--- src/rtl/register_file_pkg.sv ---
// Shared register-file constants and index type for the pipeline stages.
package register_file_pkg;

  localparam int unsigned RF_DATA_WIDTH = 32;
  localparam int unsigned RF_ADDR_WIDTH = 4;

  typedef logic [RF_ADDR_WIDTH-1:0] reg_idx_t;

endpackage : register_file_pkg

--- src/rtl/register_file_bypass.sv ---
// One read port's write-through mux; reads are forced to zero while reset is held.
module register_file_bypass #(
  parameter int unsigned DATA_WIDTH = 32,
  parameter int unsigned ADDR_WIDTH = 4
) (
  input  logic                  rst_n_i,
  input  logic                  we_i,
  input  logic [ADDR_WIDTH-1:0] src_i,
  input  logic [ADDR_WIDTH-1:0] dest_i,
  input  logic [DATA_WIDTH-1:0] wdata_i,
  input  logic [DATA_WIDTH-1:0] rdata_i,
  output logic [DATA_WIDTH-1:0] data_o
);

  always_comb begin
    data_o = rdata_i;
    if (!rst_n_i) begin
      data_o = '0;
    end else if (we_i && (dest_i == src_i)) begin
      data_o = wdata_i;
    end
  end

endmodule : register_file_bypass

--- src/rtl/register_file.sv ---
// 2-read / 1-write general-purpose register file with write-through bypass.
module register_file
  import register_file_pkg::*;
#(
  parameter int unsigned DATA_WIDTH = RF_DATA_WIDTH,
  parameter int unsigned ADDR_WIDTH = RF_ADDR_WIDTH
) (
  input  logic                  clk,
  input  logic                  rst,
  input  logic [ADDR_WIDTH-1:0] src1,
  input  logic [ADDR_WIDTH-1:0] src2,
  input  logic [ADDR_WIDTH-1:0] Dest_wb,
  input  logic [DATA_WIDTH-1:0] Result_WB,
  input  logic                  writeBackEn,
  output logic [DATA_WIDTH-1:0] reg1,
  output logic [DATA_WIDTH-1:0] reg2
);

  localparam int unsigned DEPTH = 2 ** ADDR_WIDTH;

  logic [DATA_WIDTH-1:0] regs_q [DEPTH];
  logic [DATA_WIDTH-1:0] regs_d [DEPTH];

  always_comb begin
    regs_d = regs_q;
    if (writeBackEn) begin
      regs_d[Dest_wb] = Result_WB;
    end
  end

  // Reset is active-low and asynchronous; it also masks any coincident write.
  always_ff @(posedge clk or negedge rst) begin
    if (!rst) begin
      for (int unsigned i = 0; i < DEPTH; i++) begin
        regs_q[i] <= '0;
      end
    end else begin
      regs_q <= regs_d;
    end
  end

  register_file_bypass #(
    .DATA_WIDTH (DATA_WIDTH),
    .ADDR_WIDTH (ADDR_WIDTH)
  ) u_bypass1 (
    .rst_n_i (rst),
    .we_i    (writeBackEn),
    .src_i   (src1),
    .dest_i  (Dest_wb),
    .wdata_i (Result_WB),
    .rdata_i (regs_q[src1]),
    .data_o  (reg1)
  );

  register_file_bypass #(
    .DATA_WIDTH (DATA_WIDTH),
    .ADDR_WIDTH (ADDR_WIDTH)
  ) u_bypass2 (
    .rst_n_i (rst),
    .we_i    (writeBackEn),
    .src_i   (src2),
    .dest_i  (Dest_wb),
    .wdata_i (Result_WB),
    .rdata_i (regs_q[src2]),
    .data_o  (reg2)
  );

endmodule : register_file

--- config.mk ---
export PLATFORM = sky130hd
export DESIGN_NAME = register_file
export DESIGN_NICKNAME = d
export VERILOG_FILES = /design/src/rtl/register_file_pkg.sv /design/src/rtl/register_file_bypass.sv /design/src/rtl/register_file.sv
export SDC_FILE = /design/constraint.sdc
export NUM_CORES = 1
export LEC_CHECK = 0
export CORE_AREA = 5 5 229 231
export DETAILED_ROUTE_END_ITERATION = 6
export DIE_AREA = 0 0 234 236
export PLACE_DENSITY = 0.84
export SYNTH_ARGS = -nofsm -noshare
export SYNTH_HDL_FRONTEND = slang
export SYNTH_SLANG_ARGS = --single-unit
export TNS_END_PERCENT = 100
--- constraint.sdc ---
create_clock -name clk -period 3.8 [get_ports clk]
set_clock_uncertainty 0.1 [all_clocks]
set_input_delay 0.38 -clock clk [delete_from_list [all_inputs] [get_ports clk]]
set_output_delay 0.38 -clock clk [all_outputs]
set_load 0.1 [all_outputs]
### After elaboration in Yosys (flattened, before gate mapping)

Cells that the tools add are included.

* flip-flop bits (word level): 512
* bits of input ports: 47
* output and inout port bits: 64
* logic and storage cells: 41

* magnitude comparators: 4
* equal/unequal tests: 2
* mux-type cells: 13
* bitwise operators: 3
* reduce and logical (&&, ||, !) cells: 3

Operators by type and width (count)
* $bwmux W512: 1
* $mux W32: 9
* $bmux W32 S4: 2
* $demux W32 S4: 1
* $ge A5 B5 Y1 const B: 3
* $not A4 Y5: 3
* $eq A4 B4 Y1: 2
* $lt A5 B1 Y1 const B: 1
* $logic_and A1 B1 Y1: 3

### Depth between registers and ports, before layout

* depth in word-level cells: 6
* mapped depth: 7

### By module

From an unflattened synthesis, not the netlist that was laid out.

* cell total of the unflattened synthesis: 1907
* area total of the unflattened synthesis: 27904.3 µm²

Modules (own cells, without submodules)
* register_file: instances 1, cells an instance 1675, area an instance 26457.9 µm²
* register_file_bypass: instances 2, cells an instance 116, area an instance 723.2 µm²

### Worst setup path before layout

Ideal clock, no wire load.

* path type: input-to-output
* start: input Dest_wb[0]
* end: output reg1[10]
* arrival: 2.264 ns
* slack: 1.056 ns
* cell stages on the path: 7
* buffers on the path: 3
* cell sequence: buf_2 -> xor2_1 -> nor4_1 -> and3_1 -> clkbuf_1 -> buf_4 -> a22o_1

* longest elaborated chain between the ends: 4

Ends and longest elaborated chain
* from (decl): line register_file.sv:12 `input logic [ADDR_WIDTH-1:0] Dest_wb,`
* $eq A4 B4 Y1: line register_file_bypass.sv:19 `end else if (we_i && (dest_i == src_i)) begin`
* $logic_and A1 B1 Y1: line register_file_bypass.sv:19
* $mux W32: line register_file_bypass.sv:19
* $mux W32: line register_file_bypass.sv:17 `if (!rst_n_i) begin`
* to (decl): line register_file.sv:15 `output logic [DATA_WIDTH-1:0] reg1,`

Every way passes these cells.

### Worst setup path after layout

* start: input Dest_wb[1]
* end: output reg2[2]

* longest elaborated chain between the ends: 4

Ends and longest elaborated chain
* $eq A4 B4 Y1: line register_file_bypass.sv:19
* $logic_and A1 B1 Y1: line register_file_bypass.sv:19
* $mux W32: line register_file_bypass.sv:19
* $mux W32: line register_file_bypass.sv:17
* to (decl): line register_file.sv:16 `output logic [DATA_WIDTH-1:0] reg2`

Every way passes these cells.

==> flow_summary_export.csv <==
group,metric,value,unit
clock_tree,cts_sinks,512,
floorplanning,initial_core_util,54.8,%
sta,max_slew_margin,22.1,%
floorplanning,num_rows,82,
route,via_per_inst,6.98,
route,drc,0,
clock_tree,cts_setup_buffers,0,
placement,post-place-ws,-111,ps
logic_synthesis,yosys.cell_types.count,24,
route,ant_nets,0,
setup_path,setup.worst_path.class,"input pin to output port",
placement,gp_congestion,0.798,
route,wl,73900,um
floorplanning,core_area,49900,um2
route,vias,17700,
layout,nFillCells,3416,
clock_tree,cts_tree,"done",
sta,worst_slack,101,ps
power_and_ir_drop,seqPwrFrac,42.5,%
setup_path,arrival,3220,ps
power_and_ir_drop,p_leak,13.2,nW
sta,fin_crit_sh,97.3,%
grt,antenna_found_initial,0,
layout,final_common_cell,"dfrtp_1",
sta,worst_slew_pin_slew,1170,ps
power_and_ir_drop,ir_worst_vdd,0.000406,V
power_and_ir_drop,p_per_area,568,nW/um2
floorplanning,die_w,234,um
logic_synthesis,synth_seq_cells,512,
logic_synthesis,synthCells,1770,
grt,grt_pass1_wl,115000,um
floorplanning,die_y,236,um
sta,min_period,3700,ps
power_and_ir_drop,swShare,29.7,%
setup_path,critPathLaunchType,"input pin",
sta,max_freq,0.270,GHz
setup_path,cp-startpoint,"Dest_wb[1]",
logic_synthesis,ys_warn_count,0,
grt,grt_max_degree,183,
grt,grt_pass1_vias,18900,
layout,area_delta_synth_final,16.2,%
clock_tree,cts_root_buf,"clkbuf_16",
clock_tree,clkTransAtPathRegs,60,ps
min_path,hp-class,"input pin to async pin",
route,dr.pass1.iters,6,
layout,largestRegisters,"regs_q: 512 flops",
placement,port_buffers,110,
logic_synthesis,yosysSeqAreaShare,46.9,%
layout,mostFrequentLayoutCells,"512 x dfrtp_1, 484 x mux2_2, 256 x mux4_2, 128 x a22oi_1, 86 x buf_12",
layout,final_nets,1867,
clock_tree,htree_levels,2,
status,status,"complete, no violations",
setup_path,critPathMaxFanout,12,
clock_tree,cts_buffers,51,
power_and_ir_drop,p_sw,5.35,mW
setup_path,end_kind,"output port",
logic_synthesis,synthesis.nets,1817,
logic_synthesis,syn_avg_cell_area,15.4,um2
setup_path,reg2reg_from,"regs_q[379]",
route,wl_per_cell,29.2,um
grt,grt_usage,27.0,%
sta,setup_violations,0,
layout,fin_util,63.7,%
sta,hold_viol_final,0,
job,drv_cap,0,
layout,largest-register,"regs_q",
placement,dp_hpwl,44800,um
power_and_ir_drop,pwr-share-comb,27.9,%
layout,drive_above_1_share,53.6,%
grt,grt_overflow_total,0,
sta,finalMaxSlewViolations,0,
setup_path,critPathRequiredTime,3320,ps
power_and_ir_drop,internal_power,12.7,mW
floorplanning,boundaryPins,111,
floorplanning,die_area,55200,um2
logic_synthesis,netlist_area,27300,um2
clock_tree,clkLatencyLatePin,590,ps
power_and_ir_drop,pwr-share-clk,29.6,%
layout,largest_reg_flops,512,
clock_tree,clockBufferDepth,3,
sta,grt_setup_unrepaired,"false",
route,first_iter_violations,1590,
layout,n_antenna_cell,0,
-- cell families after synthesis --
| group | share of synthesized area, % |
|---|---|
| simple gates | 1.61 |
| xor+xnor | 0.256 |
| compound gates | 5.62 |
| flops | 46.9 |
| mux | 42.2 |
| buf+inv | 3.47 |
-- cell usage after synthesis --
master | n | area (um2)
a22o_1 | 64 | 561
buf_4 | 18 | 135
nor2_1 | 12 | 45.0
nor3b_2 | 1 | 12.5
nand3_1 | 1 | 5.00
nor2b_1 | 4 | 25.0
mux2_1 | 28 | 315
and2_1 | 2 | 12.5
a21boi_1 | 2 | 15.0
or3_1 | 3 | 18.8
buf_6 | 16 | 180
and3_1 | 3 | 18.8
nand2_1 | 66 | 248
nor4_1 | 2 | 12.5
buf_1 | 19 | 71.3
xor2_1 | 8 | 70.1
a22oi_1 | 128 | 961
mux2_2 | 484 | 5450
nand3b_1 | 4 | 30.0
clkbuf_1 | 90 | 338
buf_2 | 45 | 225
dfrtp_1 | 512 | 12800
mux4_2 | 256 | 5770
nand2b_1 | 2 | 12.5
-- through the flow --
stage               setup TNS (ps)  power, mW  cell area (um2)  std cells  hold WS [ps]
finish                           0       18.0            31800       2531           131
global route                     0       18.7            31800       2531           128
CTS                              0       18.1            31800       2531           106
detailed placement           -1640       12.7            30000       2438           136
global placement              -971       12.4            30000       2438           138
floorplan                        0       11.1            27300       1770         -15.6
-- power by group through the flow --
stage | combinational (mW) | sequential [mW] | clock, mW
after CTS | 5.04 | 7.63 | 5.40
after detailed placement | 5.01 | 7.70 | 0
after global routing | 5.32 | 7.81 | 5.62
after global placement | 4.86 | 7.52 | 0
final | 5.03 | 7.68 | 5.34
after floorplan | 3.72 | 7.38 | 0
-- worst paths after layout --
kind                               end  slack (ps)  depth (start not counted)
max                            reg2[2]         100                          7
min in group clk           regs_q[370]         410                          1
min reg2reg                regs_q[370]         410                          1
max reg2reg                regs_q[379]        2860                          1
min                        regs_q[508]         130                          2
max in group asynchronous   regs_q[42]        2200                          3
-- worst max-delay path, cell delays in order --
cell and delay, ps:
clkdlybuf4s50_1 650, xor2_1 270, nor4_2 640, and3_2 580, buf_4 270, a22o_1 220, buf_12 190
-- area by class of cell --
class | count | area [um2] | area share [%]
clock buffers | 74 | 1550 | 4.86
clock inverters | 18 | 244 | 0.768
multi-input cells | 1070 | 13700 | 43.2
flip-flops and latches | 512 | 12800 | 40.3
well taps | 672 | 841 | 2.65
repair buffers | 185 | 2600 | 8.18
-- repair_timing --
action,4_1_cts,5_1_grt
hold buffers,1,0
hold endpoints to repair,13,0
endpoints found under the setup margin,24,0
gates resized for setup,1,0
-- metal layers --
metal	up-vias	track usage, %	wire length, um
li1	7049	-	-
met1	9505	37.5	28600
met2	915	41.7	35300
met3	189	7.40	7170
met4	0	9.27	2750
met5	-	0	0
No activity file was read; power rests on OpenSTA's default activity.
